<file path="config.mk">
export PLATFORM = sky130hd
export DESIGN_NAME = regfile_ctx_scheduler
export DESIGN_NICKNAME = d
export VERILOG_FILES = /design/src/rtl/regfile_ctx_scheduler.sv
export SDC_FILE = /design/constraint.sdc
export NUM_CORES = 1
export LEC_CHECK = 0
export ABC_AREA = 1
export BUFFER_PORTS_ARGS = -buffer_cell sky130_fd_sc_hd__buf_4
export CORE_ASPECT_RATIO = 2
export CORE_MARGIN = 5
export CORE_UTILIZATION = 60
export DETAILED_ROUTE_END_ITERATION = 7
export PLACE_DENSITY_LB_ADDON = 0.08
export SLEW_MARGIN = 5
export SYNTH_ARGS = -nofsm -noshare
export SYNTH_HDL_FRONTEND = slang
export SYNTH_SLANG_ARGS = --single-unit
export TNS_END_PERCENT = 1
</file>
<file path="constraint.sdc">
create_clock -name clk -period 4.4 [get_ports clk]
set_input_delay 0.88 -clock clk [delete_from_list [all_inputs] [get_ports clk]]
set_output_delay 0.88 -clock clk [all_outputs]
set_load 0.005 [all_outputs]
</file>
<file path="src/rtl/regfile_ctx_scheduler.sv">
// Barrel context scheduler: round-robin issue of ready contexts, with a shadow tag
// pipeline that steers the register-file bank write select and write enable at writeback.
module regfile_ctx_scheduler #(
    parameter int NCTX   = 5,
    parameter int CTX_W  = 3,
    parameter int WB_LAT = 3
) (
    input  logic             clk,
    input  logic             rst,
    input  logic [NCTX-1:0]  ctx_ready,
    input  logic [NCTX-1:0]  ctx_kill,
    input  logic             stall,
    input  logic             wb_we,
    output logic             issue_valid,
    output logic [CTX_W-1:0] issue_ctx,
    output logic [CTX_W-1:0] rf_sel_wr,
    output logic             rf_we,
    output logic [31:0]      idle_cnt
);

    logic [WB_LAT:0]            pipe_v;
    logic [WB_LAT:0][CTX_W-1:0] pipe_tag;
    logic [CTX_W-1:0]           last_grant;
    logic [CTX_W-1:0]           grant;
    logic                       any_eligible;
    logic [NCTX-1:0]            inflight;
    logic [NCTX-1:0]            eligible;

    function automatic logic tag_killed(input logic [CTX_W-1:0] tag,
                                        input logic [NCTX-1:0]  kill);
        tag_killed = 1'b0;
        for (int c = 0; c < NCTX; c++)
            if (tag == CTX_W'(c)) tag_killed = kill[c];
    endfunction

    // A context is busy from issue until its entry leaves the writeback stage
    always_comb begin
        inflight = '0;
        for (int s = 0; s <= WB_LAT; s++)
            for (int c = 0; c < NCTX; c++)
                if (pipe_v[s] && pipe_tag[s] == CTX_W'(c)) inflight[c] = 1'b1;
    end

    assign eligible = ctx_ready & ~inflight & ~ctx_kill;

    // Scan downward so the nearest context after last_grant is the final winner
    always_comb begin
        int idx;
        idx          = 0;
        grant        = '0;
        any_eligible = 1'b0;
        for (int k = NCTX; k >= 1; k--) begin
            idx = (int'(last_grant) + k) % NCTX;
            if (eligible[idx]) begin
                grant        = CTX_W'(idx);
                any_eligible = 1'b1;
            end
        end
    end

    always_ff @(posedge clk) begin
        if (rst) begin
            pipe_v     <= '0;
            pipe_tag   <= '0;
            last_grant <= CTX_W'(NCTX - 1);
            idle_cnt   <= '0;
        end else if (!stall) begin
            for (int s = WB_LAT; s >= 1; s--) begin
                pipe_v[s]   <= pipe_v[s-1] & ~tag_killed(pipe_tag[s-1], ctx_kill);
                pipe_tag[s] <= pipe_tag[s-1];
            end
            pipe_v[0]   <= any_eligible;
            pipe_tag[0] <= grant;
            if (any_eligible) last_grant <= grant;
            if (!any_eligible && idle_cnt != 32'hFFFF_FFFF) idle_cnt <= idle_cnt + 32'd1;
        end else begin
            for (int s = 0; s <= WB_LAT; s++)
                pipe_v[s] <= pipe_v[s] & ~tag_killed(pipe_tag[s], ctx_kill);
        end
    end

    assign issue_valid = pipe_v[0];
    assign issue_ctx   = pipe_tag[0];
    assign rf_sel_wr   = pipe_tag[WB_LAT];
    assign rf_we       = pipe_v[WB_LAT] & wb_we & ~stall
                         & ~tag_killed(pipe_tag[WB_LAT], ctx_kill) & ~rst;

endmodule
</file>
Yosys cells after proc, flatten, opt, wreduce, memory -nomap -nowiden
Cells that the tools add are included.

storage, ports and cells
  output and inout port bits = 40
  logic and storage cells = 173
  register bits = 51
  input port bits = 14

cells by class
  divide/modulo/power cells = 5
  magnitude comparators = 5
  $add $sub $neg = 6
  muxes and demuxes = 80
  reduce and logical (&&, ||, !) cells = 28
  eq/ne operators = 17
  bitwise operators = 25

operators with widths
  cell                   number
  $lt 32x5->1 const B    5
  $mod 32x4->32 const B  5
  $mux 1                 69
  $add 32x1->32 const B  1
  $ne 32x32->1 const B   1
  $eq 3x2->1 const B     8
  $logic_and 1x1->1      21
  $bmux 1 s3             5
  $mux 3                 5
  $eq 3x1->1 const B     4
  $eq 3x3->1 const B     4
  $logic_not 3->1        4
  $and 1x1->1            11
  $and 5x5->5            2
  $not 1->1              10
  $not 5->5              2
  $add 3x2->4 const B    2
  $add 3x3->4 const B    2
  $add 3x1->4 const B    1
  $mux 4                 1
  $reduce_and 2->1       2
  $logic_not 1->1        1

Depth between registers and ports, before layout
Gate-level depths: netlist of the first run.

  depth after elaboration = 20
  gate-level depth with buffers = 31
  mapped depth without buffers = 30

Worst setup path before layout of the first run
OpenSTA, ideal clock, no wires.

  path kind = reg-to-reg
  start = register last_grant[0]
  end = register idle_cnt[22]
  period minus slack after synthesis = 3,633 ps
  library setup time = 142 ps
  buffers on the path = 2
  arrival = 3,491 ps
  slack = 767 ps
  stages on the path, launching flop included = 25
  data required time = 4,258 ps
  cell sequence = dfxtp_1 -> buf_2 -> inv_1 -> ha_1 -> inv_2 -> ha_1 -> inv_1 -> nand4_1 -> nand2_1 -> xor2_1 -> ha_1 -> nand2_1 -> nand2_4 -> nand2_4 -> nand2_2 -> nand3_1 -> nand3_1 -> nand2_2 -> nand2_4 -> nand2_4 -> a21oi_4 -> nand3_4 -> buf_6 -> nand2_2 -> a21oi_2

on the way
  longest elaborated chain between the ends = 13
  elaborated cells between the ends (all ways) = 33
  those cells by class = 5 x add/sub; 5 x div; 20 x mux; 3 x reduce/logical

ends and longest elaborated chain
  item                                       RTL line  source
  from (decl)                                23        logic [CTX_W-1:0] last_grant;
  from (signal assigned)                     65        last_grant <= CTX_W'(NCTX - 1);
  from (signal assigned)                     74        if (any_eligible) last_grant <= grant;
  $add 3x3->4                                53        idx = (int'(last_grant) + k) % NCTX;
  $mod 32x4->32                              53
  $bmux 1 s3                                 54        if (eligible[idx]) begin
  $mux 1 (not written as such) (2 in a row)  54
  $mux 1 (4 in a row)                        54
  $mux 1 (*)                                 54
  $logic_not 1->1 (*)                        75        if (!any_eligible && idle_cnt != 32'hFFFF_FFFF) idle_cnt <= idle_cnt + 32'd1;
  $logic_and 1x1->1 (*)                      75
  $reduce_and 2->1 (no line) (*)             n/a
  to (signal assigned)                       75
  to (decl)                                  18        output logic [31:0] idle_cnt

Mark *: on every way between the ends. The rest lies on a longest branch, timed or not. The select of a mux whose other input is x is not followed.
A chain may end at the register's enable or synchronous reset.

Worst setup path in the final report of the first run
  start = register last_grant[1]
  end = register last_grant[1]

on the way
  longest elaborated chain between the ends = 11
  elaborated cells between the ends (all ways) = 36
  those cells by class = 5 x add/sub; 5 x div; 25 x mux; 1 x reduce/logical

ends and longest elaborated chain
  item                                       RTL line
  $add 3x3->4                                53
  $mod 32x4->32                              53
  $bmux 1 s3                                 54
  $mux 1 (not written as such) (2 in a row)  54
  $mux 1 (5 in a row)                        54
  $reduce_and 2->1 (no line)                 n/a

Several ways; a longest one is shown, not always the timed one. The select of a mux whose other input is x is not followed.

==> metrics.txt, run 1 <==
Final #Nets 820; Final Cell Area 0.00536 sq mm; PwrDens 861 mW/mm^2; FF+latch count, synth 51; Worst VDD drop 0.672 mV; Yosys top cell by area dfxtp_1; Synth Area per Inst 6.52 sq um; final setup vio count 0; Syn Inst Count 737; Async SR Flop Fraction 0; Final Hold Vio Count 0; Tmin final 4080 ps; area delta synth->final 11.6%; DRT iter0 DRCs 498; Clock Sinks 51; Critical Path Source Type flop; maximum clock rate 245 MHz; vias 5123; pre-CTS setup slack 89.9 ps; post-route ant nets 0; Mapped Nets 779; Clock Pin Slew Worst Setup and Hold Paths 70 ps; die height 137 um; wire length per cell 17.0 um; hold-fix buffers at CTS 0; Die Area 0.0100 sq mm; Hold Path Class reg2reg; most used standard cell by instance count after synthesis nand2_1; final slew viol count 0; row count 46; drt pass-1 iters 5; Synth Cell Area 0.00481 sq mm; number of global-route vias before repair 5062; DIE WIDTH 73.3 um; Slew headroom 0.465; total CTS buffers 5; Longest Clk Path Bufs 2; PortBufs 53; clk_skew 5.43 ps; final WL 14900 um; vias per inst 5.85; R2R depth 25; final setup margin 322 ps; fin crit share 0.927; worst r2r src last_grant[1]; WHS 496 ps; initial antenna violation count 0; TritonCTS clock tree built; share of cells above drive strength 1 0.190; total number of yosys warnings 0; Initial Util 0.610; worst setup path start last_grant[1]; DRC viols 0; largest net degree at the start of global routing 37; I/O pin count 54; Total Neg Setup Slack 0 ps; Max Cap Viol 0; global-route wire length before repair 23700 um; CP endpoint kind flop; worst skew pair latency 300 ps; largest cells by area after synthesis dfxtp_1, nand2_1, ha_1, inv_1, nand4_1; core area 0.00789 sq mm; status completed; CTS HTree Levels 2; Worst EP arrival 4270 ps; clk root buf clkbuf_16; Critical path destination last_grant[1]; Worst EP required 4590 ps; worst-margin pin slew 794 ps; RSZ-0062 raised after global routing false; worst setup path class reg2reg; area post-placement 0.00517 sq mm; gr ovfl total 0; R2R Setup Slk 320 ps; Antenna diodes 0; GPL Wtd Cong 1.02; Total GRT Usage 0.301; reg2reg end last_grant[1]; Most used DFF post-synth dfxtp_1; Post-synth EDFFs 0; post-synth top area share 0.212; post-synthesis sequential area ratio 0.212; Post-synth top cells nand2_1, inv_1, nor2_1; post-synthesis cell type count 44; Lkg Pwr 2.36 nW; Post-DP HPWL 11500 um; Max FO, Critical Path 16
[per-stage QoR]
stage | std cells | utilization | power [mW]
floorplan | 737 | - | 3.55
global placement | 864 | 0.656 | 3.89
detailed placement | 864 | 0.656 | 4.00
CTS | 872 | 0.675 | 4.41
global route | 875 | 0.680 | 4.99
finish | 875 | 0.680 | 4.62
[flip-flops by register name, summed over array words and instances (netlist names)]
signal / flops
idle_cnt: 32
pipe_tag: 6
pipe_v: 4
rf_sel_wr: 3
issue_ctx: 3
last_grant: 3
[what timing repair did]
action                     in CTS  in global routing
buffers inserted                0                  2
gates resized for setup         0                  5
setup endpoints to repair       0                 36
[routing by layer]
layer,up-vias,global-route usage,share of wire
met4,0,0.173,0.054
met3,64,0.0257,0.042
met2,199,0.587,0.56
met1,2348,0.293,0.34
li1,2512,-,-
met5,-,0,0
[cell usage in the layout, fill, tap and decap left out, drive strengths merged, types with 2 or more instances in the layout]
| cell type | Yosys | layout |
|---|---|---|
| xnor2 | 3 | 3 |
| nand4 | 48 | 48 |
| nand2 | 233 | 233 |
| nand3 | 44 | 45 |
| o211ai | 2 | 2 |
| clkbuf | 8 | 5 |
| buf | 19 | 60 |
| nand3b | 4 | 4 |
| nor2 | 65 | 65 |
| ha | 27 | 27 |
| o21ai | 13 | 13 |
| a21oi | 41 | 41 |
| inv | 87 | 89 |
| or2 | 2 | 2 |
| clkinv | 2 | 3 |
| a221oi | 4 | 4 |
| xor2 | 31 | 31 |
| nor4 | 9 | 9 |
| dfxtp | 51 | 51 |
| nor3 | 23 | 23 |
| o22ai | 14 | 14 |
[how the worst min path moves through the flow]
stage                  from           end  slack (ps)  depth (start not counted)
2_1_floorplan  issue_ctx[2]  issue_ctx[2]         440                          2
3_3_place_gp   idle_cnt[30]  idle_cnt[30]         480                          2
3_5_place_dp   idle_cnt[30]  idle_cnt[30]         480                          2
4_1_cts        idle_cnt[30]  idle_cnt[30]         500                          2
5_1_grt        idle_cnt[30]  idle_cnt[30]         510                          2
6_report       idle_cnt[30]  idle_cnt[30]         500                          2
[cell families after synthesis]
kind of cell,count (synthesis),share of synthesized area
flip-flops,51,0.212
AND/OR/NAND/NOR,429,0.435
XOR/XNOR,34,0.0619
AO/OA/AOI/OAI,79,0.106
adder cells (fa/ha/maj),28,0.0744
buffers and inverters,116,0.110
[layout make-up]
cell class                 count  area (sq um)
clock buffer                   5           125
fill                         721          2520
tap                           96           120
inverter                      89           334
sequential                    51          1020
clock inverter                 3          26.3
timing repair buffer          60           450
multi-input combinational    571          3290
[power breakdown]
part,internal (mW),leakage (nW),switching [mW]
clock network,0.216,0.0748,0.191
registers,0.499,0.412,0.0474
logic,1.11,1.87,2.55
total,1.82,2.36,2.79
[critical path, cell delays in order (launching register included)]
cell and delay, ps:
dfxtp_1 490, inv_2 160, ha_2 450, inv_2 130, ha_1 210, inv_1 70
nand4_1 120, nand2_1 130, xor2_2 270, ha_1 240, nand2_1 90, nand2_4 110
nand2_4 70, nand2_2 80, nand3_1 80, nand3_1 110, nand2_2 70, nand2_4 80
nand2_4 70, a21oi_4 230, buf_4 270, nand2_2 90, nand2_1 170, nand2_1 80
nand2_1 60, nor2_1 40
Note: power is estimated with default switching activity, not from simulation.
==> run 2, diff against run 1 <==
--- a/config.mk
+++ b/config.mk
@@ -7,9 +7,9 @@
 export LEC_CHECK = 0
 export ABC_AREA = 1
 export BUFFER_PORTS_ARGS = -buffer_cell sky130_fd_sc_hd__buf_4
-export CORE_ASPECT_RATIO = 2
+export CORE_ASPECT_RATIO = 1.25
 export CORE_MARGIN = 5
-export CORE_UTILIZATION = 60
+export CORE_UTILIZATION = 40
 export DETAILED_ROUTE_END_ITERATION = 7
 export PLACE_DENSITY_LB_ADDON = 0.08
 export SLEW_MARGIN = 5
==> metrics.txt, run 2 (same netlist as run 1, synthesis figures left out) <==
Slowest cell on crit path dfxtp_2 (was dfxtp_1); DRT iter0 DRCs 242 (was 498); Net Sw Power 2.80 mW (was 2.79 mW); Max FO, Critical Path 21 (was 16); core area 0.0117 sq mm (was 0.00789 sq mm); Max Cap Viol 0 (unchanged); PwrDens 858 mW/mm^2 (was 861 mW/mm^2); Initial Util 0.410 (was 0.610); drt pass-1 iters 5 (unchanged); vias 4915 (was 5123); Final #Nets 822 (was 820); Worst EP arrival 4150 ps (was 4270 ps); hold path cells 2 (unchanged); Pint 1.91 mW (was 1.82 mW); PortBufs 53 (unchanged); largest net degree at the start of global routing 37 (unchanged); WL met2 8000 um (was 8360 um); slowest stage delay, CP 410 ps (was 490 ps); area post-placement 0.00525 sq mm (was 0.00517 sq mm); Post-Route M1 WL 5820 um (was 5100 um); hold-fix buffers at CTS 0 (unchanged); Hold Path Class reg2reg (unchanged); Die Area 0.0143 sq mm (was 0.0100 sq mm); CTS HTree Levels 2 (unchanged); vias per inst 5.22 (was 5.85); final setup margin 495 ps (was 322 ps); RSZ-0062 raised after global routing false (unchanged); Antenna diodes 0 (unchanged); filler instances 1261 (was 721); Clock Sinks 51 (unchanged); Total Neg Setup Slack 0 ps (unchanged); Total GRT Usage 0.205 (was 0.301); global-route wire length before repair 23500 um (was 23700 um); wire length per cell 15.7 um (was 17.0 um); Clock power frac 0.089 (was 0.088); Slew headroom 0.475 (was 0.465); final setup vio count 0 (unchanged); sw frac 0.594 (was 0.605); Tmin final 3900 ps (was 4080 ps); row count 44 (was 46); DR WL met3 530 um (was 621 um); most numerous cell on the critical path nand2_1 (unchanged); crit path buf inv count 4 (unchanged); Longest Clk Path Bufs 2 (unchanged); worst path cell trace inv_2, ha_1, o21ai_1, nand2_1, xor2_1, ha_1, fa_1, inv_1, nor2_2, nand2_1, nand2_1, nand2_1, a21oi_1, o21ai_0, nand2_1, nand2_1, nand2_1, inv_1, nand2_1, nor2_8, buf_6, nand4_1, a21oi_2; DRC viols 0 (unchanged); die height 133 um (was 137 um); final slew viol count 0 (unchanged); number of cells on the critical path 23 (was 25); highest routed layer met4 (unchanged); GPL Wtd Cong 0.886 (was 1.02); worst-margin pin slew 787 ps (was 794 ps); clk root buf clkbuf_16 (unchanged); gr ovfl total 0 (unchanged); total CTS buffers 5 (unchanged); fin crit share 0.887 (was 0.927); largest registers idle_cnt x32, pipe_tag x6, pipe_v x4 (unchanged); Post-DP HPWL 11300 um (was 11500 um); Worst EP required 4640 ps (was 4590 ps); Final Cell Area 0.00548 sq mm (was 0.00536 sq mm); Critical Path Source Type flop (unchanged); TritonCTS clock tree built (unchanged); Final Hold Vio Count 0 (unchanged); Comb power frac 0.797 (was 0.793); commonest non-fill, non-tap cell in the layout nand2_1 (unchanged); number of global-route vias before repair 4888 (was 5062); I/O pin count 54 (unchanged); initial antenna violation count 0 (unchanged); Biggest register idle_cnt (unchanged); Pwr Total 4.70 mW (was 4.62 mW); area delta synth->final 14.1% (was 11.6%); Worst VDD drop 0.512 mV (was 0.672 mV); top cell family by delay on the critical path simple AND/OR/NAND/NOR gates (unchanged); CP endpoint kind flop (unchanged); max FFs per register 32 (unchanged); status completed (unchanged); Lkg Pwr 2.37 nW (was 2.36 nW); clk_skew 9.58 ps (was 5.43 ps); Seq pwr share 0.114 (was 0.118); R2R depth 23 (was 25); DIE WIDTH 108 um (was 73.3 um); post-route ant nets 0 (unchanged); most frequent cells in the layout nand2_1, inv_1, nor2_1 (unchanged); Clock Pin Slew Worst Setup and Hold Paths 80 ps (was 70 ps); share of cells above drive strength 1 0.191 (was 0.190); worst skew pair latency 310 ps (was 300 ps); final WL 14800 um (was 14900 um); worst setup path class reg2reg (unchanged); maximum clock rate 256 MHz (was 245 MHz); pre-CTS setup slack -16.2 ps (was 89.9 ps)
[run 2: repair_timing]
item,CTS,global route
setup buffers,0,4
endpoints found under the setup margin,32,32
gates resized for setup,1,4
cloned,0,1
pin swaps,1,1
[run 2: power by group through the flow]
stage | Sequential, mW | Combinational [mW] | Clock [mW]
floorplan | 0.547 | 3.00 | 0
global placement | 0.544 | 3.37 | 0
detailed placement | 0.544 | 3.43 | 0
CTS | 0.534 | 3.44 | 0.437
global route | 0.541 | 4.11 | 0.447
finish | 0.535 | 3.75 | 0.420
[run 2: layout make-up]
| type | count | area [sq um] | area share |
|---|---|---|---|
| clock buffers | 5 | 125 | 0.0228 |
| clock inverters | 3 | 27.5 | 0.00502 |
| inverters | 89 | 334 | 0.0609 |
| multi-input cells | 571 | 3280 | 0.598 |
| flip-flops and latches | 51 | 1020 | 0.186 |
| well taps | 161 | 201 | 0.0367 |
| repair buffers | 62 | 494 | 0.0901 |
[run 2: path summary, 6_finish.rpt]
| kind | startpoint | endpoint | slack (ps) |
|---|---|---|---|
| setup reg to reg | last_grant[1] | idle_cnt[26] | 500 |
| hold reg to reg | idle_cnt[29] | idle_cnt[29] | 480 |
| hold / removal | idle_cnt[29] | idle_cnt[29] | 480 |
| setup / recovery | last_grant[1] | idle_cnt[26] | 500 |
[run 2: metrics by stage]
step,util,instances,hold slack (ps)
2_1_floorplan,-,737,443
3_3_place_gp,0.448,929,471
3_5_place_dp,0.448,929,478
4_1_cts,0.461,937,491
5_1_grt,0.468,942,508
6_report,0.468,942,484
[run 2: tightest hold or removal path: cells and delay by family (launching register included)]
kind	cells	cell delay (ps)
AO/OA/AOI/OAI	1	40
flip-flops	1	330
AND/OR/NAND/NOR	1	70
[run 2: metal layers]
layer	track usage	vias to the layer above
met5	0	-
met4	0.0779	0
met3	0.0327	30
met2	0.385	114
met1	0.225	2256
li1	-	2515
==> run 3, diff against run 2 <==
--- a/config.mk
+++ b/config.mk
@@ -12,6 +12,7 @@
 export CORE_UTILIZATION = 40
 export DETAILED_ROUTE_END_ITERATION = 7
 export PLACE_DENSITY_LB_ADDON = 0.08
+export SETUP_SLACK_MARGIN = 0.5
 export SLEW_MARGIN = 5
 export SYNTH_ARGS = -nofsm -noshare
 export SYNTH_HDL_FRONTEND = slang
==> constraint.sdc (replaced) <==
create_clock -name clk -period 4.4 [get_ports clk]
set_input_delay 0 -clock clk [delete_from_list [all_inputs] [get_ports clk]]
set_output_delay 0 -clock clk [all_outputs]
set_load 0.005 [all_outputs]
==> metrics.txt, run 3 (same netlist as run 1, synthesis figures left out) <==
status completed (unchanged); final setup vio count 0 (unchanged); Post-DP HPWL 11300 um (unchanged); post-route ant nets 0 (unchanged); row count 44 (unchanged); Clock Pin Slew Worst Setup and Hold Paths 70 ps (was 80 ps); Worst VDD drop 0.549 mV (was 0.512 mV); Worst EP arrival 3780 ps (was 4150 ps); Lkg Pwr 2.42 nW (was 2.37 nW); area delta synth->final 16.8% (was 14.1%); vias per inst 5.24 (was 5.22); Hold Path Class in2reg (was reg2reg); Tmin final 3600 ps (was 3900 ps); gr ovfl total 0 (unchanged); I/O pin count 54 (unchanged); number of global-route vias before repair 4949 (was 4888); largest registers idle_cnt x32, pipe_tag x6, pipe_v x4 (unchanged); Biggest register idle_cnt (unchanged); worst setup path class reg2reg (unchanged); total CTS buffers 5 (unchanged); Die Area 0.0143 sq mm (unchanged); wire length per cell 15.8 um (was 15.7 um); Total Neg Setup Slack 0 ps (unchanged); die height 133 um (unchanged); clk root buf clkbuf_16 (unchanged); DIE WIDTH 108 um (unchanged); initial antenna violation count 0 (unchanged); Finished Core Util 0.479 (was 0.468); worst skew pair latency 310 ps (about the same); Max Cap Viol 0 (unchanged); final slew viol count 0 (unchanged); max FFs per register 32 (unchanged); Initial Util 0.410 (unchanged); maximum clock rate 278 MHz (was 256 MHz); GPL Wtd Cong 0.886 (unchanged); CTS HTree Levels 2 (unchanged); fin crit share 0.819 (was 0.887); Slew headroom 0.488 (was 0.475); Antenna diodes 0 (unchanged); share of cells above drive strength 1 0.207 (was 0.191); global-route wire length before repair 23900 um (was 23500 um); WHS 41.2 ps (was 484 ps); Max FO, Critical Path 8 (was 21); vias 4970 (was 4915); final WL 15000 um (was 14800 um); TritonCTS clock tree built (unchanged); CP endpoint kind flop (unchanged); clk_skew 9.35 ps (was 9.58 ps); DRC viols 0 (unchanged); PwrDens 927 mW/mm^2 (was 858 mW/mm^2); Total GRT Usage 0.209 (was 0.205); commonest non-fill, non-tap cell in the layout nand2_1 (unchanged); Worst EP required 4580 ps (was 4640 ps); Clock Sinks 51 (unchanged); RSZ-0062 raised after global routing false (unchanged); worst-margin pin slew 768 ps (was 787 ps); Final #Nets 828 (was 822); core area 0.0117 sq mm (unchanged); DRT iter0 DRCs 224 (was 242); hold-fix buffers at CTS 0 (unchanged); PortBufs 53 (unchanged); largest net degree at the start of global routing 37 (unchanged); most frequent cells in the layout nand2_1, inv_1, buf_4 (was nand2_1, inv_1, nor2_1); Critical Path Source Type flop (unchanged); Final Hold Vio Count 0 (unchanged); Longest Clk Path Bufs 2 (unchanged); drt pass-1 iters 5 (unchanged)
run 3: stage by stage:
step                instance area, sq um  std cells  setup slack [ps]  power, mW
floorplan                           4810        737               767       3.55
global placement                    5250        929              74.4       3.92
detailed placement                  5250        929             -16.2       3.97
CTS                                 5480        942               515       4.69
global route                        5610        948               489       5.61
finish                              5610        948               798       5.20
run 3: final timing paths:
kind                 start       endpoint  slack (ps)  depth (start not counted)
max          last_grant[1]    idle_cnt[3]         800                         27
max reg2reg  last_grant[1]    idle_cnt[3]         800                         27
min                  stall  last_grant[2]          40                          4
min reg2reg   idle_cnt[29]   idle_cnt[29]         480                          2
run 3: worst max-delay path, stage by stage, from the launching register on:
cell	delay, ps
dfxtp_4	410
inv_4	90
ha_1	200
inv_1	110
nand2_2	70
nand2_1	100
inv_2	60
ha_1	170
inv_1	70
nand4_1	110
nand2_1	110
xor2_2	240
ha_2	240
nand2_1	90
nand2_4	100
nand2_4	70
nand2_2	80
nand3_1	80
nand3_1	110
nand2_2	70
nand2_4	70
nand2_4	60
a21oi_4	200
buf_4	170
nand3_4	80
buf_4	200
nand2_2	50
a21oi_1	50
run 3: cell type report:
| cell class | instances | area, sq um |
|---|---|---|
| clock buffers | 5 | 125 |
| clock inverters | 3 | 27.5 |
| fillers | 1249 | 6110 |
| inverters | 89 | 337 |
| multi-input cells | 571 | 3320 |
| flip-flops and latches | 51 | 1020 |
| well taps | 161 | 201 |
| repair buffers | 68 | 573 |
run 3: per-layer routing:
layer	GRT usage	part of all wire	vias to the layer above
met3	0.0341	0.040	31
met2	0.391	0.53	142
met5	0	0	-
li1	-	-	2523
met4	0.0898	0.034	0
met1	0.226	0.39	2274
run 3: where the power goes:
group,internal (mW),leakage (nW),switching (mW)
logic,1.55,1.93,2.69
clock network,0.217,0.0719,0.204
registers,0.499,0.413,0.0385
total,2.26,2.42,2.94
run 3: repair_timing:
| item | in CTS | in global routing |
|---|---|---|
| endpoints found under the setup margin | 36 | 36 |
| pin swaps | 2 | 2 |
| setup buffers | 4 | 5 |
| gates cloned | 1 | 1 |
| resized for setup | 5 | 15 |
